==> config.mk <==
export PLATFORM = sky130hd
export DESIGN_NAME = exu_fwd_bypass_unit_flat
export DESIGN_NICKNAME = d
export VERILOG_FILES = /design/src/rtl/exu_fwd_bypass_unit_if.sv /design/src/rtl/exu_fwd_bypass_unit.sv /design/src/flat_wrapper.sv
export SDC_FILE = /design/constraint.sdc
export NUM_CORES = 1
export LEC_CHECK = 0
export ABC_CLOCK_PERIOD_IN_PS = 4600
export BUFFER_PORTS_ARGS = -buffer_cell sky130_fd_sc_hd__buf_2
export CAP_MARGIN = 20
export CORE_AREA = 2 2 196 198
export CTS_CLUSTER_SIZE = 14
export DETAILED_ROUTE_END_ITERATION = 8
export DIE_AREA = 0 0 198 200
export GPL_ROUTABILITY_DRIVEN = 0
export GPL_TIMING_DRIVEN = 0
export PLACE_DENSITY = 0.52
export SYNTH_ARGS = -nofsm -noshare
export SYNTH_HDL_FRONTEND = slang
export SYNTH_SLANG_ARGS = --single-unit
==> constraint.sdc <==
create_clock -name clk -period 4.6 [get_ports clk]
set_input_delay 0.92 -clock clk [delete_from_list [all_inputs] [get_ports clk]]
set_output_delay 0.92 -clock clk [all_outputs]
set_load 0.01 [all_outputs]
==> src/rtl/exu_fwd_bypass_unit_if.sv <==
// ID-stage operand bus between the issue logic and the forwarding/hazard unit.
// The master drives the instruction and stage results; the slave returns bypassed operands and stall.
interface exu_fwd_bypass_unit_if #(
   parameter int XLEN   = 64,
   parameter int NSRC   = 2,
   parameter int DEPTH  = 3,
   parameter int REG_AW = 5,
   parameter int CNT_W  = 32
) ();
   localparam int SELW = $clog2(DEPTH + 1);

   logic                   pipe_hold;
   logic                   flush;
   logic                   id_valid;
   logic [NSRC*REG_AW-1:0] id_rs_idx;
   logic [NSRC-1:0]        id_rs_used;
   logic [NSRC*XLEN-1:0]   id_rs_data;
   logic [REG_AW-1:0]      id_rd_idx;
   logic                   id_rd_wen;
   logic                   id_rd_late;
   logic [DEPTH*XLEN-1:0]  stage_data;
   logic [NSRC*XLEN-1:0]   fwd_src_data;
   logic [NSRC*SELW-1:0]   fwd_sel;
   logic                   stall;
   logic [CNT_W-1:0]       stall_cnt;

   modport master (
      output pipe_hold, flush, id_valid, id_rs_idx, id_rs_used, id_rs_data,
             id_rd_idx, id_rd_wen, id_rd_late, stage_data,
      input  fwd_src_data, fwd_sel, stall, stall_cnt
   );

   modport slave (
      input  pipe_hold, flush, id_valid, id_rs_idx, id_rs_used, id_rs_data,
             id_rd_idx, id_rd_wen, id_rd_late, stage_data,
      output fwd_src_data, fwd_sel, stall, stall_cnt
   );
endinterface

==> src/rtl/exu_fwd_bypass_unit.sv <==
// Operand bypass and load-use hazard unit: shadows destination registers of in-flight
// instructions, forwards the youngest ready result and stalls ID on not-yet-ready producers.
module exu_fwd_bypass_unit #(
   parameter int XLEN       = 64,
   parameter int NSRC       = 2,
   parameter int DEPTH      = 3,
   parameter int REG_AW     = 5,
   parameter int LATE_STAGE = 1,
   parameter int CNT_W      = 32
) (
   input logic                  clk,
   input logic                  rst,
   exu_fwd_bypass_unit_if.slave bus
);
   localparam int SELW = $clog2(DEPTH + 1);

   logic [DEPTH-1:0]     vld_q, vld_d;
   logic [DEPTH-1:0]     late_q, late_d;
   logic [REG_AW-1:0]    rd_q [DEPTH];
   logic [REG_AW-1:0]    rd_d [DEPTH];
   logic [CNT_W-1:0]     stall_cnt_q, stall_cnt_d;

   logic [NSRC-1:0]      need;
   logic [NSRC*SELW-1:0] sel;
   logic [NSRC*XLEN-1:0] data;
   logic [REG_AW-1:0]    rs;
   logic                 hit;
   logic                 stall;
   logic                 issue;

   // ID: per-source youngest-match search over the tracker, zero latency
   always_comb begin
      need = '0;
      sel  = '0;
      data = bus.id_rs_data;
      rs   = '0;
      hit  = 1'b0;
      for (int i = 0; i < NSRC; i++) begin
         rs  = bus.id_rs_idx[i*REG_AW +: REG_AW];
         hit = 1'b0;
         for (int k = 0; k < DEPTH; k++) begin
            if (!hit && vld_q[k] && (rd_q[k] == rs) && (rs != '0)) begin
               hit                  = 1'b1;
               sel[i*SELW +: SELW]  = SELW'(k + 1);
               data[i*XLEN +: XLEN] = bus.stage_data[k*XLEN +: XLEN];
               need[i]              = late_q[k] && (k < LATE_STAGE);
            end
         end
      end
   end

   assign stall = bus.id_valid & ~bus.flush & (|(bus.id_rs_used & need));
   assign issue = bus.id_valid & ~bus.flush & ~stall;

   // Tracker advance: a held pipe freezes both the shadow entries and the perf counter
   always_comb begin
      vld_d       = vld_q;
      late_d      = late_q;
      rd_d        = rd_q;
      stall_cnt_d = stall_cnt_q;
      if (!bus.pipe_hold) begin
         for (int k = DEPTH - 1; k > 0; k--) begin
            vld_d[k]  = vld_q[k-1];
            late_d[k] = late_q[k-1];
            rd_d[k]   = rd_q[k-1];
         end
         vld_d[0]  = issue && bus.id_rd_wen && (bus.id_rd_idx != '0);
         late_d[0] = bus.id_rd_late;
         rd_d[0]   = bus.id_rd_idx;
         if (stall && (stall_cnt_q != '1)) begin
            stall_cnt_d = stall_cnt_q + CNT_W'(1);
         end
      end
   end

   always_ff @(posedge clk) begin
      if (rst) begin
         vld_q       <= '0;
         late_q      <= '0;
         stall_cnt_q <= '0;
         for (int k = 0; k < DEPTH; k++) begin
            rd_q[k] <= '0;
         end
      end else begin
         vld_q       <= vld_d;
         late_q      <= late_d;
         rd_q        <= rd_d;
         stall_cnt_q <= stall_cnt_d;
      end
   end

   assign bus.fwd_src_data = data;
   assign bus.fwd_sel      = sel;
   assign bus.stall        = stall;
   assign bus.stall_cnt    = stall_cnt_q;

endmodule

==> src/flat_wrapper.sv <==
// flat-port wrapper written by rule: the top's interface ports become plain ports
module exu_fwd_bypass_unit_flat 
#(
   parameter int XLEN       = 64,
   parameter int NSRC       = 2,
   parameter int DEPTH      = 3,
   parameter int REG_AW     = 5,
   parameter int LATE_STAGE = 1,
   parameter int CNT_W      = 32
)
  (clk, rst, bus_pipe_hold, bus_flush, bus_id_valid, bus_id_rs_idx, bus_id_rs_used, bus_id_rs_data, bus_id_rd_idx, bus_id_rd_wen, bus_id_rd_late, bus_stage_data, bus_fwd_src_data, bus_fwd_sel, bus_stall, bus_stall_cnt);
  exu_fwd_bypass_unit_if #(.XLEN(XLEN), .NSRC(NSRC), .DEPTH(DEPTH), .REG_AW(REG_AW), .CNT_W(CNT_W)) bus_i ();
  input logic clk;
  input logic rst;
  input wire logic [$bits(bus_i.pipe_hold)-1:0] bus_pipe_hold;
  input wire logic [$bits(bus_i.flush)-1:0] bus_flush;
  input wire logic [$bits(bus_i.id_valid)-1:0] bus_id_valid;
  input wire logic [$bits(bus_i.id_rs_idx)-1:0] bus_id_rs_idx;
  input wire logic [$bits(bus_i.id_rs_used)-1:0] bus_id_rs_used;
  input wire logic [$bits(bus_i.id_rs_data)-1:0] bus_id_rs_data;
  input wire logic [$bits(bus_i.id_rd_idx)-1:0] bus_id_rd_idx;
  input wire logic [$bits(bus_i.id_rd_wen)-1:0] bus_id_rd_wen;
  input wire logic [$bits(bus_i.id_rd_late)-1:0] bus_id_rd_late;
  input wire logic [$bits(bus_i.stage_data)-1:0] bus_stage_data;
  output wire logic [$bits(bus_i.fwd_src_data)-1:0] bus_fwd_src_data;
  output wire logic [$bits(bus_i.fwd_sel)-1:0] bus_fwd_sel;
  output wire logic [$bits(bus_i.stall)-1:0] bus_stall;
  output wire logic [$bits(bus_i.stall_cnt)-1:0] bus_stall_cnt;
  assign bus_i.pipe_hold = bus_pipe_hold;
  assign bus_i.flush = bus_flush;
  assign bus_i.id_valid = bus_id_valid;
  assign bus_i.id_rs_idx = bus_id_rs_idx;
  assign bus_i.id_rs_used = bus_id_rs_used;
  assign bus_i.id_rs_data = bus_id_rs_data;
  assign bus_i.id_rd_idx = bus_id_rd_idx;
  assign bus_i.id_rd_wen = bus_id_rd_wen;
  assign bus_i.id_rd_late = bus_id_rd_late;
  assign bus_i.stage_data = bus_stage_data;
  assign bus_fwd_src_data = bus_i.fwd_src_data;
  assign bus_fwd_sel = bus_i.fwd_sel;
  assign bus_stall = bus_i.stall;
  assign bus_stall_cnt = bus_i.stall_cnt;
  exu_fwd_bypass_unit #(.XLEN(XLEN), .NSRC(NSRC), .DEPTH(DEPTH), .REG_AW(REG_AW), .LATE_STAGE(LATE_STAGE), .CNT_W(CNT_W)) u_core (.clk(clk), .rst(rst), .bus(bus_i));
endmodule
== Yosys cells after proc, flatten, opt, wreduce, memory -nomap -nowiden ==
Index checks and enable logic that the tools add are counted.

* Bits in registers: 51
* Bits of input ports: 344

* Add/sub/neg operators: 1
* Eq/ne operators: 7
* Multiplexer cells: 22
* Bitwise logic cells: 7
* Reduce and logical (&&, ||, !) cells: 28

{| class="wikitable"
|+ Operators with widths
! cell !! count
|-
| 64-bit 2-to-1 mux || 6
|-
| 32-bit by 1-bit adder with 32-bit output, second input constant || 1
|-
| 32-bit inequality test, second input constant || 1
|-
| 5-bit equality test || 6
|-
| 1-bit logical AND || 19
|-
| 5-bit nonzero test || 3
|-
| 1-bit 2-to-1 mux || 12
|-
| 2-bit 2-to-1 mux || 4
|-
| 1-bit zero test || 4
|-
| 1-bit bitwise AND || 3
|-
| 1-bit inverter || 3
|-
| 2-bit bitwise AND || 1
|-
| 2-bit AND reduction || 1
|-
| 2-bit OR reduction || 1
|}

== Longest topological paths before layout ==
Gate-level depths: netlist of run 1.

* Depth after elaboration: 21
* Depth in mapped cells: 10
* Depth with buffers taken out: 7

== Worst setup path before layout of run 1 ==
OpenSTA, ideal clock, no wires.

* Path kind: input to output
* From: input port bus_id_rs_idx[6]
* To: output port bus_fwd_src_data[100]
* Arrival: 2559 ps
* Data required time: 3680 ps
* Setup slack: 1121 ps
* Stages on the path: 8
* Path buffers: 2
* Cell sequence: or4_4 nor2_2 nor4_4 buf_4 buf_2 mux2i_1 a211oi_1 a21o_1

* Word-level cells in the longest chain between the ends: 14
* Elaborated cells on any way between the ends: 19

{| class="wikitable"
|+ Ends and longest elaborated chain
! element !! line !! text
|-
| from (decl) || flat_wrapper.sv:18 || <nowiki>input wire logic [$bits(bus_i.id_rs_idx)-1:0] bus_id_rs_idx;</nowiki>
|-
| 5-bit equality test || exu_fwd_bypass_unit.sv:42 || <nowiki>if (!hit && vld_q[k] && (rd_q[k] == rs) && (rs != '0)) begin</nowiki>
|-
| 1-bit logical AND (2 in a row) || exu_fwd_bypass_unit.sv:42 ||
|-
| 1-bit 2-to-1 mux || exu_fwd_bypass_unit.sv:42 ||
|-
| 1-bit zero test || exu_fwd_bypass_unit.sv:42 ||
|-
| 1-bit logical AND (3 in a row) || exu_fwd_bypass_unit.sv:42 ||
|-
| 1-bit 2-to-1 mux || exu_fwd_bypass_unit.sv:42 ||
|-
| 1-bit zero test || exu_fwd_bypass_unit.sv:42 ||
|-
| 1-bit logical AND (3 in a row) || exu_fwd_bypass_unit.sv:42 ||
|-
| 64-bit 2-to-1 mux * || exu_fwd_bypass_unit.sv:42 ||
|-
| to (decl) || flat_wrapper.sv:25 || <nowiki>output wire logic [$bits(bus_i.fwd_src_data)-1:0] bus_fwd_src_data;</nowiki>
|}

Every way passes the cells marked *; elsewhere a longest branch is shown, timed or not.

== Worst setup path after layout of run 1 ==
* From: input port bus_id_rs_idx[1]
* To: output port bus_fwd_src_data[57]

Same word-level chain as after synthesis.

==> results.ini, run 1 <==
[grt]
grt.total_usage_pct = 19.5
grt_max_degree = 17
first_global_vias = 9386
overflow = 0
grt_pass1_wl_um = 58700
grt_antenna_before_repair = 19

[synth]
syn-num-nets = 1270
ys_top_cells_by_area = mux2i_1, dfxtp_1, a211oi_1
synth_top_area_cell = mux2i_1
synth_seq_cells = 51
synth_top_cell_area_share_pct = 20.7
synth.avg_cell_area_um2 = 7.61
synthFlopType = dfxtp_1
synth_cell_type_count = 47
yosysSeqAreaShare_pct = 14.5
synth_edf_count = 0
async_flop_share_pct = 0
netlist_area_um2 = 7040
ys.warnings.count = 0
netlist_instances = 925

[placement]
post_dp_cell_area_um2 = 10200
place_inst = 1941
dp_slack_ps = 17.4
dp_hpwl_um = 34600
io_buffer_count = 505

[drt]
via_per_inst = 4.88
drt-total-wl_um = 42100
ant_nets = 0
vias = 9585
route.detailed.drc = 0
drt_first_pass_iters = 7
drtIter0Drc = 599
routedWlPerCell_um = 21.5

[sta]
finalHoldViolCount = 0
hold_slack_ps = 501
rsz0062_at_grt = false
timing.final.ws_setup_ps = 164
fin_skew_ps = 8.48
fmax_mhz = 225
setup-violations-final = 0
timing.slew.headroom_pct = 54.9
fin_crit_ps = 4440
post-route-period-util_pct = 96.4
worst_pin_slew_ps = 676
setup_tns_ps = 0
drv_slew = 0

[final_layout]
instances_no_fill = 1963
final_core_util_pct = 27.9
area_growth_pct = 48.0
mostFrequentLayoutCells = buf_2, nor2_1, mux2i_1, a211oi_1, a21o_1
layout-drive-gt1-share_pct = 42.6
final_common_cell = buf_2
design_area_um2 = 10400
fin_nets = 1782

[pwr]
combPwrFrac_pct = 35.6
p_int_mw = 0.955
power_mw = 1.38
seqPwrFrac_pct = 33.0
p_per_area_nw_per_um2 = 132
irDropWorstVdd_v = 0.000174
switchingPower_mw = 0.422
leakagePower_nw = 5.03
switching_share_pct = 30.6
clkPwrFrac_pct = 31.3

[clocking]
clockRootBuffer = clkbuf_16
cts_tree = built
clk_pin_slew_ps = 70
clock_latency_ps = 300
cts_made_buffers = 5
hold_buffers = 0
clock_path_buffers = 2
cts.htree.levels = 2
clock_sink_count = 51

[critical_path]
path_max_fanout = 10
criticalPathCategory = input pin to output port
cp-start-kind = input pin
arrival_ps = 3520
crit_required_ps = 3680
crit_path_end_kind = output port

[floorplanning]
start_util_pct = 18.8
rows = 71
core_um2 = 37400
fp.dieW_um = 198
ios = 509
die-height_um = 200
dieArea_um2 = 39600

[min_path]
holdCritPathClass = register to register

[run_status]
status = complete, no violations

[job]
max-cap-violations = 0

[metal layers]
metal / part of all wire, % / track usage, % / vias to the layer above
met4: 3.5 / 8.16 / 6
met5: 0.11 / 0 / -
met1: 41 / 24.5 / 4564
met2: 48 / 33.0 / 463
li1: - / - / 4479
met3: 7.4 / 3.58 / 73
[cells in the mapped netlist, types with 10 or more instances]
cell type and instances:
o21ai_0 10, nand2_1 18, dfxtp_1 51, o31ai_1 12
a21o_1 127, nor3_1 10, nor2_1 170, buf_2 53
a21oi_1 20, mux2i_1 146, or4_1 14, buf_6 11
a211oi_1 127, xnor2_1 22, inv_1 10, nand3_1 11
nand4_1 14, or3_1 11, buf_4 16
[path summary, 6_finish.rpt]
check,start,to,cells past startpoint,slack [ps]
min,u_core.bus.stall_cnt[20],u_core.bus.stall_cnt[20],2,500
max,bus_id_rs_idx[1],bus_fwd_src_data[57],9,160
max reg2reg,u_core.bus.stall_cnt[1],u_core.bus.stall_cnt[24],9,2090
min reg2reg,u_core.bus.stall_cnt[20],u_core.bus.stall_cnt[20],2,500
[registers in the layout, summed over array words and instances (netlist names)]
name / flops
u_core.bus.stall_cnt: 32
u_core.rd_q: 15
u_core.vld_q: 3
u_core.late_q: 1
[cell type report]
| cell class | instances | area (um2) |
|---|---|---|
| Antenna cell | 14 | 35.0 |
| Sequential cell | 51 | 1020 |
| Clock inverter | 3 | 43.8 |
| Clock buffer | 5 | 125 |
| Multi-Input combinational cell | 775 | 5450 |
| Tap cell | 511 | 639 |
| Fill cell | 4161 | 27000 |
| Buffer | 89 | 546 |
| Timing Repair Buffer | 505 | 2530 |
| Inverter | 10 | 37.5 |
[cell families after synthesis]
group / Yosys count / share of synthesized area (%)
buf+inv: 99 / 8.24
flops: 51 / 14.5
compound gates: 309 / 32.3
xor+xnor: 31 / 3.86
mux: 154 / 22.0
simple gates: 280 / 18.9
fa+ha+maj: 1 / 0.178
[worst max-delay path, stage by stage]
cell and delay, ps:
buf_2 150, or4_4 560, o211ai_2 230, nor2_1 170, nor3_2 270, clkbuf_4 360, buf_2 410, a21o_1 260
buf_2 170
[power by group through the flow]
stage	combinational (mW)	sequential, mW	clock [mW]
after global routing	0.527	0.456	0.458
after global placement	0.478	0.465	0
after CTS	0.486	0.455	0.445
after detailed placement	0.483	0.465	0
final	0.491	0.455	0.431
after floorplan	0.206	0.463	0
[repair_timing]
| action | 4_1_cts | 5_1_grt |
|---|---|---|
| resized for setup | 0 | 2 |
| buffers inserted | 0 | 0 |
| setup endpoints to repair | 0 | 9 |
No activity file was read; power rests on OpenSTA's default activity.
==> run 2, diff against run 1 <==
Settings changed: ABC_CLOCK_PERIOD_IN_PS 4600 to 4720, CORE_AREA 2 2 196 198 to 2 2 197 199, DIE_AREA 0 0 198 200 to 0 0 199 201.
Clock period 4.6 ns to 4.72 ns, I/O delays scaled along.
==> run 2 against run 1 <==
Effect of this change: core utilization shrank 0.63 points; routed wire length shrank 0.17%; worst hold slack gained 19 ps; highest routed layer unchanged.
==> results.ini, run 2 (synthesis results as in run 1) <==
[sta]
worst_pin_slew_ps = 643  ; -32.9 ps
setup-violations-final = 0  ; unchanged
timing.slew.headroom_pct = 57.1  ; +2.2 points
fin_skew_ps = 6.85  ; -1.63 ps
setup_tns_ps = 0  ; unchanged
post-route-period-util_pct = 92.7
drv_slew = 0  ; unchanged
timing.final.ws_setup_ps = 345  ; +181 ps
finalHoldViolCount = 0  ; unchanged
rsz0062_at_grt = false
fin_crit_ps = 4370
fmax_mhz = 229
hold_slack_ps = 520  ; +19.4 ps

[clocking]
clock_sink_count = 51  ; unchanged
cts.htree.levels = 2  ; unchanged
cts_made_buffers = 5  ; unchanged
clockRootBuffer = clkbuf_16
hold_buffers = 0  ; unchanged
clock_latency_ps = 300  ; about the same
clock_path_buffers = 2  ; unchanged
cts_resized = 0  ; unchanged
cts_tree = built
post_cts_buffers = 0  ; unchanged
clk_pin_slew_ps = 60  ; about the same

[placement]
post_dp_cell_area_um2 = 10200  ; about the same
place_inst = 1948  ; +0.36%
io_buffer_count = 505  ; unchanged
dp_hpwl_um = 34500  ; -0.53%
dp_slack_ps = 272  ; +255 ps

[min_path]
holdCritPathClass = register to register

[drt]
wl_met2_um = 20700  ; +2.9%
via_per_inst = 4.85  ; -0.77%
route.detailed.drc = 0  ; unchanged
top_layer = met5
drt_first_pass_iters = 5  ; -2
ant_nets = 0  ; unchanged
drtIter0Drc = 745  ; +24%
vias = 9506  ; -0.82%
routedLengthMet1_um = 18100  ; +3.9%
routedWlPerCell_um = 21.4  ; -0.12%
drt-total-wl_um = 42100  ; -0.17%
wl_met3_um = 2680  ; -14%

[final_layout]
multi_input_area_um2 = 5440  ; about the same
fin_nets = 1782  ; unchanged
design_area_um2 = 10400  ; -0.41%
regArea_um2 = 1020  ; unchanged
layout-drive-gt1-share_pct = 42.4  ; -0.14 points
area_growth_pct = 47.4
instances_no_fill = 1962  ; -0.051%
final_common_cell = buf_2
final_core_util_pct = 27.2  ; -0.63 points
nFillCells = 4301  ; +3.4%
mostFrequentLayoutCells = buf_2, nor2_1, mux2i_1, a211oi_1, a21o_1
largest_reg_flops = 32  ; unchanged

[critical_path]
path_max_fanout = 10  ; unchanged
crit_path_end_kind = output port
arrival_ps = 3430  ; -90 ps
crit_required_ps = 3780  ; +100 ps
cp-start-kind = input pin
criticalPathCategory = input pin to output port

[floorplanning]
rows = 72  ; +1.4%
dieArea_um2 = 40000  ; +1.0%
ios = 509  ; unchanged
start_util_pct = 18.5  ; -0.35 points
core_um2 = 38100  ; +1.9%
die-height_um = 201  ; +0.50%
fp.dieW_um = 199  ; +0.51%

[pwr]
combPwrFrac_pct = 37.1  ; +1.5 points
leakagePower_nw = 5.02  ; -0.34%
switchingPower_mw = 0.408  ; -3.3%
clkPwrFrac_pct = 28.5  ; -2.8 points
seqPwrFrac_pct = 34.5  ; +1.5 points
p_per_area_nw_per_um2 = 124  ; -6.1%
irDropWorstVdd_v = 0.000113  ; -35%
p_int_mw = 0.879  ; -7.9%
switching_share_pct = 31.7  ; +1.1 points
power_mw = 1.29  ; -6.5%

[job]
max-cap-violations = 0  ; unchanged

[grt]
grt.total_usage_pct = 19.9  ; +0.34 points
grt_max_degree = 17  ; unchanged
grt_antenna_before_repair = 9  ; -10
overflow = 0  ; unchanged
first_global_vias = 9202  ; -2.0%
grt_pass1_wl_um = 60000  ; +2.2%

[run_status]
status = complete, no violations

==> run 2: power by group through the flow <==
stage | Combinational (mW) | Sequential, mW | Clock, mW
finish | 0.477 | 0.444 | 0.366
floorplan | 0.201 | 0.451 | 0
detailed placement | 0.471 | 0.454 | 0
global route | 0.513 | 0.444 | 0.393
CTS | 0.474 | 0.443 | 0.379
global placement | 0.468 | 0.453 | 0
==> run 2: area by class of cell <==
| class | count | area share [%] |
|---|---|---|
| clock inverter | 2 | 0.157 |
| buffer | 89 | 5.23 |
| antenna | 6 | 0.145 |
| sequential | 51 | 9.84 |
| timing repair buffer | 505 | 24.4 |
| tap | 518 | 6.24 |
| multi-input combinational | 775 | 52.4 |
| inverter | 10 | 0.362 |
| clock buffer | 6 | 1.24 |
==> run 2: layer usage <==
metal / vias up / global-route usage [%]
met5: - / 0
met4: 4 / 4.66
met3: 31 / 2.40
met2: 444 / 34.6
met1: 4550 / 26.0
li1: 4477 / -
==> run 2: worst max-delay path, cell delays in order <==
cell	delay [ps]
buf_2	130
or4_4	550
o211ai_2	230
nor2_1	160
nor3b_1	220
buf_4	280
buf_2	480
a21o_1	260
buf_2	150
==> run 2: worst paths after layout <==
path,cells after the start,end,from,slack [ps]
hold reg to reg,2,u_core.bus.stall_cnt[31],u_core.bus.stall_cnt[31],520
setup reg to reg,9,u_core.bus.stall_cnt[24],u_core.bus.stall_cnt[0],2310
setup / recovery,9,bus_fwd_src_data[127],bus_id_rs_idx[6],350
hold / removal,2,u_core.bus.stall_cnt[31],u_core.bus.stall_cnt[31],520
